File: src/rtl/lsu_unit.sv
// lsu_unit: byte/half/word load-store unit for the memory stage.
// Holds the core via busy while a dmem request is outstanding.
module lsu_unit #(
  parameter int DATA_WIDTH = 32,
  parameter int TIMEOUT    = 16
) (
  input  logic                  clk,
  input  logic                  rst,
  input  logic                  start,
  input  logic                  is_store,
  input  logic [2:0]            funct3,
  input  logic [DATA_WIDTH-1:0] addr,
  input  logic [DATA_WIDTH-1:0] store_data,
  output logic                  busy,
  output logic                  done,
  output logic [DATA_WIDTH-1:0] load_data,
  output logic                  misaligned,
  output logic                  illegal,
  output logic                  bus_err,
  output logic                  dmem_req,
  output logic                  dmem_we,
  output logic [DATA_WIDTH-1:0] dmem_addr,
  output logic [3:0]            dmem_be,
  output logic [DATA_WIDTH-1:0] dmem_wdata,
  input  logic                  dmem_ack,
  input  logic [DATA_WIDTH-1:0] dmem_rdata
);

  localparam logic [1:0] IDLE = 2'd0;
  localparam logic [1:0] REQ  = 2'd1;
  localparam logic [1:0] RESP = 2'd2;

  localparam int CW = (TIMEOUT > 0) ? $clog2(TIMEOUT + 1) : 1;
  localparam logic [CW-1:0] TMAX = CW'(TIMEOUT);

  logic [1:0]            state;
  logic [CW-1:0]         cnt;
  logic [1:0]            r_off;
  logic [2:0]            r_f3;
  logic                  r_st;

  logic                  legal;
  logic                  mis;
  logic [3:0]            be_n;
  logic [DATA_WIDTH-1:0] wd_n;
  logic [DATA_WIDTH-1:0] ext;
  logic [DATA_WIDTH-1:0] shv;
  logic [7:0]            bv;
  logic [15:0]           hv;

  assign busy = (state != IDLE) | start;

  always_comb begin
    legal = 1'b0;
    case (funct3)
      3'b000, 3'b001, 3'b010: legal = 1'b1;
      3'b100, 3'b101:         legal = !is_store;
      default:                legal = 1'b0;
    endcase
  end

  assign mis = ((funct3[1:0] == 2'b01) & addr[0])
             | ((funct3[1:0] == 2'b10) & (|addr[1:0]));

  always_comb begin
    be_n = 4'b0000;
    wd_n = '0;
    case (funct3[1:0])
      2'b00: begin
        be_n = 4'b0001 << addr[1:0];
        wd_n = {4{store_data[7:0]}};
      end
      2'b01: begin
        be_n = addr[1] ? 4'b1100 : 4'b0011;
        wd_n = {2{store_data[15:0]}};
      end
      default: begin
        be_n = 4'b1111;
        wd_n = store_data;
      end
    endcase
  end

  // lane select uses the offset captured at issue, not the live addr
  assign shv = dmem_rdata >> {r_off, 3'b000};
  assign bv  = shv[7:0];
  assign hv  = r_off[1] ? dmem_rdata[31:16] : dmem_rdata[15:0];

  always_comb begin
    ext = dmem_rdata;
    case (r_f3)
      3'b000:  ext = {{(DATA_WIDTH-8){bv[7]}}, bv};
      3'b001:  ext = {{(DATA_WIDTH-16){hv[15]}}, hv};
      3'b100:  ext = {{(DATA_WIDTH-8){1'b0}}, bv};
      3'b101:  ext = {{(DATA_WIDTH-16){1'b0}}, hv};
      default: ext = dmem_rdata;
    endcase
  end

  always_ff @(posedge clk) begin
    if (rst) begin
      state      <= IDLE;
      cnt        <= '0;
      r_off      <= 2'b00;
      r_f3       <= 3'b000;
      r_st       <= 1'b0;
      done       <= 1'b0;
      load_data  <= '0;
      misaligned <= 1'b0;
      illegal    <= 1'b0;
      bus_err    <= 1'b0;
      dmem_req   <= 1'b0;
      dmem_we    <= 1'b0;
      dmem_addr  <= '0;
      dmem_be    <= 4'b0000;
      dmem_wdata <= '0;
    end else begin
      case (state)
        IDLE: begin
          if (start) begin
            if (!legal) begin
              state   <= RESP;
              done    <= 1'b1;
              illegal <= 1'b1;
            end else if (mis) begin
              state      <= RESP;
              done       <= 1'b1;
              misaligned <= 1'b1;
            end else begin
              state      <= REQ;
              cnt        <= CW'(1);
              r_off      <= addr[1:0];
              r_f3       <= funct3;
              r_st       <= is_store;
              dmem_req   <= 1'b1;
              dmem_we    <= is_store;
              dmem_addr  <= {addr[DATA_WIDTH-1:2], 2'b00};
              dmem_be    <= be_n;
              dmem_wdata <= is_store ? wd_n : '0;
            end
          end
        end
        REQ: begin
          if (dmem_ack || (TIMEOUT != 0 && cnt == TMAX)) begin
            state      <= RESP;
            done       <= 1'b1;
            bus_err    <= !dmem_ack;
            load_data  <= (dmem_ack && !r_st) ? ext : '0;
            dmem_req   <= 1'b0;
            dmem_we    <= 1'b0;
            dmem_addr  <= '0;
            dmem_be    <= 4'b0000;
            dmem_wdata <= '0;
          end else if (TIMEOUT != 0) begin
            cnt <= cnt + CW'(1);
          end
        end
        RESP: begin
          state      <= IDLE;
          cnt        <= '0;
          done       <= 1'b0;
          load_data  <= '0;
          misaligned <= 1'b0;
          illegal    <= 1'b0;
          bus_err    <= 1'b0;
        end
        default: state <= IDLE;
      endcase
    end
  end

endmodule
File: config.mk
export PLATFORM = sky130hd
export DESIGN_NAME = lsu_unit
export DESIGN_NICKNAME = d
export VERILOG_FILES = /design/src/rtl/lsu_unit.sv
export SDC_FILE = /design/constraint.sdc
export NUM_CORES = 1
export LEC_CHECK = 0
export ABC_CLOCK_PERIOD_IN_PS = 2230
export BUFFER_PORTS_ARGS = -buffer_cell sky130_fd_sc_hd__buf_2
export CORE_MARGIN = 4
export CORE_UTILIZATION = 48
export CTS_CLUSTER_DIAMETER = 100
export DETAILED_ROUTE_END_ITERATION = 8
export HOLD_SLACK_MARGIN = 0.1
export MAX_ROUTING_LAYER = met4
export PLACE_DENSITY = 0.8
export REMOVE_ABC_BUFFERS = 1
export SLEW_MARGIN = 20
export SYNTH_ARGS = -nofsm -noshare
export SYNTH_HDL_FRONTEND = slang
export SYNTH_SLANG_ARGS = --single-unit
File: constraint.sdc
create_clock -name clk -period 2.23 [get_ports clk]
set_input_delay 0.1115 -clock clk [delete_from_list [all_inputs] [get_ports clk]]
set_output_delay 0.1115 -clock clk [all_outputs]
set_load 0.005 [all_outputs]
# Word level (Yosys, flattened, before mapping)

Cells that the tools add are included.

Bitwise operators: 5
Reduce and logical (&&, ||, !) cells: 25
Shift-type cells: 2
Add/subtract/negate cells: 1
Muxes and demuxes: 56
Equality and inequality tests: 20

Operators by type and width:

| cell                | number |
|---|---|
| $mux 32             | 10 |
| $pmux 32 s2         | 4 |
| $pmux 32 s4         | 1 |
| $shr 32x5->8        | 1 |
| $mux 4              | 5 |
| $mux 5              | 4 |
| $mux 1              | 16 |
| $mux 16             | 1 |
| $pmux 4 s2          | 2 |
| $pmux 5 s3          | 1 |
| $ne 2x2->1 const B  | 7 |
| $eq 3x3->1 const B  | 4 |
| $pmux 1 s2          | 6 |
| $reduce_and 4->1    | 3 |
| $reduce_and 5->1    | 2 |
| $mux 2              | 4 |
| $reduce_bool 2->1   | 4 |
| $eq 3x1->1 const B  | 2 |
| $logic_not 3->1     | 2 |
| $add 5x1->5 const B | 1 |
| $eq 5x5->1 const B  | 1 |
| $eq 2x1->1 const B  | 2 |
| $eq 2x2->1 const B  | 2 |
| $logic_not 2->1     | 2 |
| other kinds (16)    | 22 |

Flip-flop bits (word level): 119

# Longest topological paths before layout

Word-level depth: 7
Gate-level depth with buffers: 9
Depth with buffers taken out: 7

# Worst setup path after synthesis

No wires, ideal clock.

Path kind: flip-flop to flip-flop
From: register state[0]
To: register dmem_wdata[24]
Library setup time: 0.059 ns
Cell stages (with the launch flop): 10
Arrival: 1.859 ns
Buffers on the path: 3
Period minus slack after synthesis: 1.918 ns
Path slack: 0.312 ns
Cells stage by stage: dfxtp_1 > inv_1 > ha_1 > clkbuf_1 > o211ai_1 > nor4_4 > and2_1 > buf_2 > buf_6 > a22o_1

Longest elaborated chain between the ends: 3
Elaborated cells between the ends (all ways): 9

RTL lines:

| element                                                   | line | RTL |
|---|---|---|
| start, declared                                           | 36   | `logic [1:0] state;` |
| start signal, assigned                                    | 102  | `state <= IDLE;` |
| start signal, assigned                                    | 122  | `state <= RESP;` |
| start signal, assigned                                    | 126  | `state <= RESP;` |
| $eq 2x1->1 or $logic_not 2->1 (tied branches)             | 118  | `case (state)` |
| $ne 2x2->1 (no line) or $reduce_bool 2->1 (tied branches) | n/a  |  |
| $reduce_and 5->1 (no line)                                | n/a  |  |
| end signal, assigned                                      | 139  | `dmem_wdata <= is_store ? wd_n : '0;` |
| end, declared                                             | 24   | `output logic [DATA_WIDTH-1:0] dmem_wdata,` |

Several ways; a longest one is shown, not always the timed one.
A chain may end at the register's enable or synchronous reset.

# Worst setup path in the final report

From: register state[0]
To: register r_f3[2]

Longest elaborated chain between the ends: 2

RTL lines:

| element                    | line | RTL |
|---|---|---|
| $logic_not 2->1            | 118  |  |
| $reduce_and 4->1 (no line) | n/a  |  |
| end signal, assigned       | 133  | `r_f3 <= funct3;` |
| end, declared              | 39   | `logic [2:0] r_f3;` |

Every way passes these cells.

==> key figures <==
Power
  • Leakage power: 3.707 nW
  • Pwr dens: 766.9 nW/um2
  • Maximum vdd drop: 0.0004858 V

Route
  • Initial DRC Count: 518
  • DR pass1 iterations: 5
  • Via count: 5716
  • Routed Antenna Nets: 0
  • Final WL: 19320 um
  • Via/cell ratio: 5.785
  • DR DRC count: 0
  • Wire per inst: 19.55 um

STA
  • Final hold violations: 0
  • Worst Tran Pin Value: 673.6 ps
  • F_max: 475.8 MHz
  • Relative slew slack: 55.08%
  • Post-layout min period: 2102 ps
  • Final Skew: 11.32 ps
  • Max Slew Vio Count: 0
  • Setup WS post-layout: 128.3 ps
  • Tcrit/Tclk final: 94.25%
  • Final setup fails: 0

Global route
  • Global-route wire length before repair: 30090 um
  • GRT met2 Usage: 55.58%
  • GR Layer Usage met3: 9.571%
  • GRT met1 Usage: 36.39%
  • Most Crowded Layer GR: met2
  • Overall global routing resource usage: 33.13%
  • Largest net degree at the start of global routing: 69
  • Antenna violations before repair: 1
  • Final global-route overflow total: 0
  • Vias in the first global route: 5903

Clock network
  • Clk root buf: clkbuf_8
  • CTS tree: built
  • Clk Latency, worst-skew pair: 520 ps
  • CTS Buf Count: 17
  • Post-CTS setup buffer count: 0
  • CTS max path bufs: 2
  • H-tree Lvls: 4
  • Num Clock Sinks: 117
  • Worst-path clk slew: 60 ps

Synthesis
  • Yosys Warn Count: 0
  • Largest family of logic cells by synthesized area: compound AO/OA/AOI/OAI gates
  • Synthesized flop and latch total: 117
  • Top_reg_cell synth: dfxtp_1
  • Post-synth cell types: 48
  • Post-synthesis share of cell area spent on xor and xnor gates: 0%
  • Post-synth EDFFs: 0
  • Register area share after synthesis: 47.28%
  • Post-Syn Instances: 525
  • Synth Area in Compound Gates: 26.19%
  • Avg Cell Area, Syn: 9.435 um2
  • Synth Area in Simple Gates: 12.76%
  • Post-Synth Adder-Cell Area: 1.516%
  • Ys async rst share: 0%
  • Post-Synthesis Cell Area: 4954 um2
  • Post-synthesis mux area share: 7.856%

Worst setup path
  • Critical path class: reg -> reg
  • CP max FO: 11
  • CP required: 2620 ps
  • Critical path arrival: 2500 ps
  • Worst Setup Start Kind: register
  • Worst Setup End Kind: register

Finish
  • Nets: 951
  • Area Overhead vs Synth: 59.81%
  • Final instance area: 7916 um2
  • Share of post-route cells with drive strength above 1: 31.50%
  • Fin cells: 988

Place
  • I/O Buffers: 208
  • GPL Wtd Cong: 0.8512
  • Placed inst area: 6163 um2
  • Final HPWL from detailed placement: 10670 um
  • DP Cell Count: 845
  • Setup WS pre-CTS: 107.4 ps

Die
  • Die Wd: 109.6 um
  • Area of the core: 9910 um2
  • Starting Density: 49.99%
  • Die area: 12010 um2
  • Die Y: 109.6 um
  • Core Rows: 36
  • IO Pins: 211

Run
  • MaxCap Viol Count: 0

Min path
  • HP Class: in -> reg

Run status
  • Status: finished clean
==> worst max-delay path, stage by stage (launching register included) <==
cell	delay (ps)
dfxtp_1	350
inv_1	120
ha_2	300
nand2_1	130
a21o_2	290
mux2i_1	190
nor2_1	50
dlygate4sd3_1	560
==> synthesized netlist by cell type (6+ instances only) <==
cell / number / area share [%]
o21ai_1: 44 / 4.4
nor3b_1: 16 / 2.4
mux2i_1: 31 / 6.3
a21oi_1: 15 / 1.5
buf_2: 9 / 0.91
a21boi_1: 8 / 1.2
o21ai_0: 16 / 1.6
clkbuf_1: 26 / 2.0
nand2_1: 51 / 3.9
o2bb2ai_1: 16 / 2.8
a22o_1: 50 / 8.8
inv_1: 7 / 0.53
o21a_1: 10 / 1.5
nor2_1: 38 / 2.9
mux2_1: 7 / 1.6
dfxtp_1: 117 / 47
ha_1: 6 / 1.5
a21o_1: 6 / 0.91
==> where the power goes <==
group	leakage [nW]	internal [W]	switching, W
Clock	0.307	0.00194	0.000990
Sequential	0.948	0.00218	0.0000650
Combinational	2.45	0.000441	0.000460
==> per-layer routing <==
| layer | part of all wire (%) | vias up | wire length [um] |
|---|---|---|---|
| met1 | 37 | 2670 | 7134 |
| li1 | - | 2540 | - |
| met5 | 0 | - | 0 |
| met3 | 10 | 81 | 1972 |
| met2 | 49 | 425 | 9413 |
| met4 | 4.1 | 0 | 798 |
==> final cells by class <==
type | count | area, um2
Clock buffer | 21 | 469.2
Timing Repair Buffer | 336 | 2302
Multi-Input combinational cell | 360 | 2430
Clock inverter | 11 | 170.2
Antenna cell | 1 | 2.502
Inverter | 9 | 33.78
Fill cell | 604 | 1993
Tap cell | 133 | 166.4
Sequential cell | 117 | 2342
==> repair_timing <==
item / 4_1_cts / 5_1_grt
hold buffers: 110 / 0
resized for setup: 0 / 3
setup endpoints to repair: 0 / 4
endpoints found under the hold margin: 112 / 0
==> state kept, by name, summed over array words and instances, names as in the netlist <==
name / flops
bus_err: 1
cnt: 5
dmem_addr: 30
dmem_be: 4
dmem_req: 1
dmem_wdata: 32
dmem_we: 1
done: 1
illegal: 1
load_data: 32
misaligned: 1
r_f3: 3
r_off: 2
r_st: 1
state: 2
==> layout by cell type, fill, tap and decap left out, types with 4 or more instances in the layout <==
master         netlist  layout
a21boi_1             8       8
a21o_1               6       5
ha_1                 6       4
nand2_1             51      51
o21a_1              10      10
inv_1                7       7
nor3b_1             16      16
clkbuf_16            0      16
clkbuf_8             0       5
dlygate4sd3_1        0     110
buf_2                9     208
dfxtp_1            117     117
o21ai_1             44      43
a21oi_1             15      14
bufinv_16            0       4
o21ai_0             16      16
a22o_1              50      50
o2bb2ai_1           16      16
buf_4                3      16
mux2i_1             31      31
mux2_1               7       7
nor2_1              38      38
==> per-stage QoR <==
step	utilization, %	hold slack (ps)	TNS (ps)	power [W]
finish	79.89	366.0	0	0.006071
global route	79.89	349.4	-4.509	0.006249
global placement	62.20	328.8	0	0.002941
detailed placement	62.20	331.8	0	0.002964
floorplan	-	180.6	-125430	0.002613
CTS	79.76	326.0	0	0.006019
==> path summary, 6_finish.rpt <==
kind              slack (ps)                      start                        end  depth (start not counted)
setup / recovery         130      state[0]$_SDFFE_PP0P_       r_f3[2]$_SDFFE_PP0P_                          7
hold / removal           370                    addr[9]  dmem_addr[9]$_SDFFE_PP0P_                          3
setup reg to reg         130      state[0]$_SDFFE_PP0P_       r_f3[2]$_SDFFE_PP0P_                          7
hold reg to reg          440  load_data[1]$_SDFFE_PP0P_  load_data[1]$_SDFFE_PP0P_                          2
==> logic make-up (layout without fill, tap and decap cells) <==
| kind of cell | after synthesis | after routing |
|---|---|---|
| AOI/OAI and AO/OA | 185 | 185 |
| buffers and inverters | 49 | 377 |
| and+or+nand+nor | 129 | 129 |
| DFF | 117 | 117 |
| adders and majority gates | 6 | 6 |
| muxes | 38 | 38 |
| other | 1 | 3 |
No activity file was read; power rests on OpenSTA's default activity.
